--- src/rtl/jk_excitation_driver.sv ---
// jk_excitation_driver
//   Drives a bank of WIDTH JK flip-flops to a requested target state. A target
//   word is accepted over a valid/ready handshake. Per-bit J/K codes are derived
//   from the JK excitation table, using the bank Q fed back on q_in. The codes
//   are applied for exactly one clock edge, and then the bank Q is checked
//   against the target. On a mismatch the driver retries up to MAX_RETRY times
//   before it reports err.
//
// Parameters
//   WIDTH       number of JK flip-flops driven (1..32)
//   MAX_RETRY   extra DRIVE attempts after the first failed check (0..7)
//   TOGGLE_MODE 0: a change uses the set/reset codes (10/01); 1: a change uses the toggle code (11)
//
// Ports
//   clk       rising-edge clock, shared with the JK bank
//   rst       asynchronous reset, active-high
//   tgt_data  requested Q value
//   tgt_valid tgt_data valid
//   tgt_ready block can accept a target
//   q_in      Q outputs of the JK bank
//   j_out     J inputs to the bank (registered)
//   k_out     K inputs to the bank (registered)
//   busy      transaction in progress
//   done      one-cycle pulse: bank matches target
//   err       one-cycle pulse: retries exhausted
//   mismatch  q_in ^ target at the final failed check, held until the next accept
module jk_excitation_driver #(
  parameter int unsigned WIDTH       = 4,
  parameter int unsigned MAX_RETRY   = 2,
  parameter int unsigned TOGGLE_MODE = 0
) (
  input  logic             clk,
  input  logic             rst,
  input  logic [WIDTH-1:0] tgt_data,
  input  logic             tgt_valid,
  output logic             tgt_ready,
  input  logic [WIDTH-1:0] q_in,
  output logic [WIDTH-1:0] j_out,
  output logic [WIDTH-1:0] k_out,
  output logic             busy,
  output logic             done,
  output logic             err,
  output logic [WIDTH-1:0] mismatch
);

  typedef enum logic [1:0] {IDLE, DRIVE, CHECK} state_t;

  localparam logic [2:0] MAX_CNT = 3'(MAX_RETRY);

  state_t           state, state_n;
  logic [WIDTH-1:0] tgt_reg, tgt_n;
  logic [WIDTH-1:0] j_n, k_n, mis_n;
  logic             done_n, err_n;
  logic [2:0]       cnt, cnt_n;

  // Returns {J, K}. A bit that already matches its target always gets 00, so
  // the 11 code can only appear on a changing bit, and only in toggle mode.
  function automatic logic [2*WIDTH-1:0] excite(input logic [WIDTH-1:0] q,
                                                input logic [WIDTH-1:0] t);
    logic [WIDTH-1:0] j, k;
    if (TOGGLE_MODE != 0) begin
      j = q ^ t;
      k = q ^ t;
    end else begin
      j = ~q & t;
      k = q & ~t;
    end
    return {j, k};
  endfunction

  // While rst is asserted, tgt_ready is held low so that it rises only once
  // rst is released.
  assign tgt_ready = (state == IDLE) && !rst;
  assign busy      = (state != IDLE);

  always_comb begin
    state_n = state;
    tgt_n   = tgt_reg;
    j_n     = '0;
    k_n     = '0;
    done_n  = 1'b0;
    err_n   = 1'b0;
    mis_n   = mismatch;
    cnt_n   = cnt;
    case (state)
      IDLE: begin
        if (tgt_valid && tgt_ready) begin
          state_n    = DRIVE;
          tgt_n      = tgt_data;
          {j_n, k_n} = excite(q_in, tgt_data);
          mis_n      = '0;
          cnt_n      = '0;
        end
      end
      DRIVE: begin
        state_n = CHECK;
      end
      CHECK: begin
        if (q_in == tgt_reg) begin
          done_n  = 1'b1;
          state_n = IDLE;
        end else if (cnt < MAX_CNT) begin
          cnt_n      = cnt + 3'd1;
          {j_n, k_n} = excite(q_in, tgt_reg);
          state_n    = DRIVE;
        end else begin
          err_n   = 1'b1;
          mis_n   = q_in ^ tgt_reg;
          state_n = IDLE;
        end
      end
      default: state_n = IDLE;
    endcase
  end

  always_ff @(posedge clk or posedge rst) begin
    if (rst) begin
      state    <= IDLE;
      tgt_reg  <= '0;
      j_out    <= '0;
      k_out    <= '0;
      done     <= 1'b0;
      err      <= 1'b0;
      mismatch <= '0;
      cnt      <= '0;
    end else begin
      state    <= state_n;
      tgt_reg  <= tgt_n;
      j_out    <= j_n;
      k_out    <= k_n;
      done     <= done_n;
      err      <= err_n;
      mismatch <= mis_n;
      cnt      <= cnt_n;
    end
  end

endmodule
--- config.mk ---
export PLATFORM = sky130hd
export DESIGN_NAME = jk_excitation_driver
export DESIGN_NICKNAME = d
export VERILOG_FILES = /design/src/rtl/jk_excitation_driver.sv
export SDC_FILE = /design/constraint.sdc
export NUM_CORES = 1
export LEC_CHECK = 0
export CORE_MARGIN = 4
export CORE_UTILIZATION = 50
export CTS_BUF_LIST = sky130_fd_sc_hd__clkbuf_8
export DETAILED_ROUTE_END_ITERATION = 8
export PLACE_DENSITY = 0.93
export SYNTH_ARGS = -nofsm -noshare
export SYNTH_HDL_FRONTEND = slang
export SYNTH_SLANG_ARGS = --single-unit
--- constraint.sdc ---
create_clock -name clk -period 1.7 [get_ports clk]
set_input_delay 0.255 -clock clk [delete_from_list [all_inputs] [get_ports clk]]
set_output_delay 0.255 -clock clk [all_outputs]
set_load 0.02 [all_outputs]
Yosys cells after proc, flatten, opt, wreduce, memory -nomap -nowiden

Cells that the tools add are included.

Add/sub/neg operators: 1
Magnitude comparators: 1
Equality and inequality tests: 7
Mux-type cells: 25
Bitwise logic cells: 8
Reductions and logical operators: 9

Operator list:

| kind                | count |
|---|---|
| $mux 4              | 9 |
| $pmux 4 s2          | 3 |
| $and 4x4->4         | 4 |
| $not 4->4           | 3 |
| $mux 3              | 3 |
| $reduce_and 4->1    | 2 |
| $mux 1              | 7 |
| $ne 2x2->1 const B  | 3 |
| $pmux 2 s3          | 1 |
| $pmux 3 s2          | 1 |
| $eq 4x4->1          | 1 |
| $reduce_bool 2->1   | 2 |
| $xor 4x4->4         | 1 |
| $add 3x1->3 const B | 1 |
| $lt 3x2->1 const B  | 1 |
| $eq 2x1->1 const B  | 1 |
| $eq 2x2->1 const B  | 1 |
| $logic_and 1x1->1   | 2 |
| $logic_not 2->1     | 1 |
| $mux 2              | 1 |
| $ne 2x1->1 const B  | 1 |
| $reduce_and 2->1    | 1 |
| $logic_not 1->1     | 1 |

Register bits after elaboration: 23
Bits of input ports: 11
Output and inout bits: 16
Word-level logic and storage cells: 59

Longest topological paths before layout

Gate-level depths: netlist (run 1).

Depth after elaboration: 5
Depth in mapped cells: 6
Depth with buffers taken out: 5

Worst setup path after synthesis (run 1)

No wires, ideal clock.

Path kind: register -> register
From: reg state[1]
To: reg j_out[1]
Library setup time: 67 ps
Arrival time: 1457 ps
Data required time: 1633 ps
Slack: 176 ps
Stages on the path, launching flop included: 5
Buffers on the path: 1
Clock period less this slack: 1524 ps
Cell sequence: dfrtp_1 nor3_1 and2_1 buf_2 a32o_1

Word-level cells in the longest chain between the ends: 5
Elaborated cells between the ends (all ways): 6
Those cells by class: 1 x eq/ne; 2 x mux; 3 x reduce/logical

RTL lines:

| element                  | line | source |
|---|---|---|
| start: declaration       | 50   | `state_t state, state_n;` |
| start signal: assignment | 127  | `state <= state_n;` |
| $logic_not 2->1          | 73   | `assign tgt_ready = (state == IDLE) && !rst;` |
| $logic_and 1x1->1        | 73   |  |
| net tgt_ready            | 36   | `output logic tgt_ready,` |
| $logic_and 1x1->1        | 87   | `if (tgt_valid && tgt_ready) begin` |
| $mux 4                   | 87   |  |
| $pmux 4 s2               | 85   | `case (state)` |
| net j_n[1]               | 52   | `logic [WIDTH-1:0] j_n, k_n, mis_n;` |
| end signal: assignment   | 129  | `j_out <= j_n;` |
| end: declaration         | 38   | `output logic [WIDTH-1:0] j_out,` |

The timed path passes the listed nets, and every way through them passes these cells.
A chain may end at the register's enable or synchronous reset.

Worst setup path in the final report (run 1)

From: in q_in[3]
To: reg state[0]

Word-level cells in the longest chain between the ends: 3

RTL lines:

| element            | line | source |
|---|---|---|
| start: declaration | 37   | `input logic [WIDTH-1:0] q_in,` |
| $eq 4x4->1         | 99   | `if (q_in == tgt_reg) begin` |
| $mux 1             | 99   |  |
| $pmux 2 s3         | 85   |  |

Every way passes these cells.

==> results of run 1 <==
[through the flow]
step / std cells / worst slack [ns] / instance area [um2]
after floorplan: 96 / 0.1764 / 1085
after global placement: 156 / -0.2658 / 1435
after detailed placement: 156 / -0.3678 / 1435
after CTS: 160 / 0.005554 / 1483
after global routing: 161 / 0.001799 / 1505
final: 161 / 0.06193 / 1505
[final timing paths]
check	endpoint	cells after the start	slack, ns	start
min reg2reg	cnt[0]	1	0.49	cnt[0]
max in group asynchronous	cnt[2]	3	1.10	rst
max	state[0]	6	0.06	q_in[3]
min in group clk	cnt[0]	1	0.49	cnt[0]
max reg2reg	state[0]	4	0.19	tgt_reg[3]
min	tgt_reg[0]	3	0.38	rst
[placed cells by master, fill, tap and decap left out]
master	count
clkdlybuf4s50_1	24
dfrtp_1	23
inv_1	17
buf_4	12
ha_1	9
nand2_1	8
a32o_1	8
nor3_1	5
o21ai_2	4
a31o_2	4
clkbuf_8	3
o41ai_2	2
nor2_1	2
or2_2	2
dlygate4sd2_1	2
or4b_1	1
nand4_1	1
nor2b_1	1
and2b_1	1
o211ai_1	1
or2b_1	1
and2_1	1
and3_4	1
mux2i_1	1
[power groups by stage]
| stage | sequential [uW] | clock (uW) | combinational (uW) |
|---|---|---|---|
| 5_1_grt | 835 | 370 | 1000 |
| 2_1_floorplan | 871 | 0 | 476 |
| 3_3_place_gp | 814 | 0 | 854 |
| 4_1_cts | 810 | 346 | 894 |
| 3_5_place_dp | 821 | 0 | 899 |
| 6_report | 817 | 330 | 915 |
[final cells by class]
cell class	instances	area, um2
sequential	23	575.6
fill	130	496.7
multi-input combinational	53	442.9
timing repair buffer	38	347.8
inverter	16	60.06
clock buffer	3	41.29
tap	27	33.78
clock inverter	1	3.754
[what timing repair did]
item,in CTS,in global routing
setup buffers,0,1
hold buffers,0,0
pin swaps,0,6
setup endpoints to repair,11,8
hold endpoints to repair,0,0
gates resized for setup,4,2
[routing by layer]
layer	share of wire [%]	GRT usage (%)	vias up
li1	-	-	408
met1	42	19.55	399
met2	49	28.15	21
met3	4.7	4.905	7
met4	3.3	14.52	0
met5	0	0	-
[worst min-delay path, cell delays in order]
cell             delay [ns]
clkdlybuf4s50_1        0.43
inv_1                  0.06
buf_4                  0.28
[kinds of logic (layout without fill, tap and decap cells)]
kind of cell / Yosys count / in the layout / synth area share [%]
simple gates: 24 / 24 / 11.54
buf+inv: 20 / 58 / 7.958
fa+ha+maj: 9 / 9 / 10.38
compound gates: 19 / 19 / 16.15
mux: 1 / 1 / 0.9228
flops: 23 / 23 / 53.06
==> qor.txt, run 1 <==
Leak = 0.0007510 uW
Total grt overflow = 0
Detail Route Antenna Nets = 0
Seq cells post-synth = 23
Sequential power share = 39.6%
Total number of vias = 835
Sw Pwr = 755.5 uW
Clock power share = 16.0%
CTS tree = built
Crit path launch type = primary input
Pwr Density = 1370 nW/um2
First-pass GRT wire length = 3539 um
Worst path cell trace = clkdlybuf4s50_1 > inv_1 > ha_1 > nand4_1 > and3_4 > or2_2
Post-synthesis net count = 116
Combinational power share = 44.4%
Core Util, Final = 75.19%
P_int = 1306 uW
Peak supply drop = 931.3 uV
Design Power = 2061 uW
Crit end category = flip-flop
Via-to-Cell Ratio = 5.186
CTS Buffer Depth = 2
Count leader, synth = dfrtp_1
Layout cells sized above 1 = 20.90%
Die H = 54.58 um
Switching share of power = 36.65%
Post-synthesis area per instance = 11.30 um2
Post-synthesis sequential area ratio = 53.06%
Main flop type after synthesis = dfrtp_1
Ys async rst share = 100.0%
CP Class = in -> reg
Setup TNS = 0 ns
FMAX = 0.6105 GHz
Dominant cell type by area after synthesis = dfrtp_1
CTS Sinks = 23
Initial antenna violation count = 0
Max-cap violation count = 0
Slew Limit Headroom = 69.07%
Max stage delay on crit path = 0.49 ns
Synth cell count leaders = dfrtp_1 (23), inv_1 (16), ha_1 (9)
HP Class = in -> async
Top cell type's share of synthesized area = 53.06%
DRC errors left = 0
Die Wd = 54.58 um
Final min period = 1.638 ns
Ant diodes = 0
Post-Route WL = 2241 um
Initial Utilization = 54.19%
Synthesized area = 1085 um2
Nets = 155
Hold slack = 0.3758 ns
Number of global-route vias before repair = 821
Final setup viols = 0
Final clock period utilization by the worst path = 96.36%
Crit path max-delay family = simple AND/OR/NAND/NOR gates
# rows = 16
IO Pins = 27
Clock root cell = clkbuf_8
1st-iter DRT viols = 6
Htree depth = 1
Clock latency at the later pin of the worst-skew pair = 0.27 ns
First-pass DRT Iterations = 4
Largest net degree at the start of global routing = 24
Final Hold Vio Count = 0
Req. time, crit path = 1.85 ns
Fin. max-slew vios = 0
Number of flops mapped to enable cells by yosys = 0
Post-DP HPWL = 1681 um
Ys Warns = 0
Least-Margin Pin Slew = 0.4619 ns
DIE AREA = 2979 um2
CP Buf/Inv Count = 2
Post-synthesis cell count = 96
TritonCTS Buffers = 3
DR WL/cell = 13.92 um
GRT Total Usage = 17.73%
Worst EP arrival = 1.79 ns
Area growth, synth to finish = 38.75%
Core ar. = 2002 um2
Outcome = finished, final reports clean
PortBufs = 26
Clock slew seen by the registers of the worst setup and hold paths = 0.08 ns
Ranking of synthesized cells by area = dfrtp_1 (53%), ha_1 (10%), a32o_1 (7.4%), inv_1 (5.5%), a31o_2 (3.2%)
Clock Skew = 0.002530 ns
Distinct cell type count after synthesis = 23
Critical Path Fanout Max = 10
Critical path's slowest cell = clkdlybuf4s50_1
Final GP Congestion = 0.7216
RSZ-0062 raised after global routing = false
(Power assumes the default switching activity.)
==> run 2, diff against run 1 <==
--- a/config.mk
+++ b/config.mk
@@ -8,6 +8,7 @@
 export CORE_MARGIN = 4
 export CORE_UTILIZATION = 50
 export CTS_BUF_LIST = sky130_fd_sc_hd__clkbuf_8
+export CTS_CLUSTER_DIAMETER = 120
 export DETAILED_ROUTE_END_ITERATION = 8
 export PLACE_DENSITY = 0.93
 export SYNTH_ARGS = -nofsm -noshare
==> results of run 2 <==
Same layout as run 1: the final DEF is identical, and so are final timing and power.
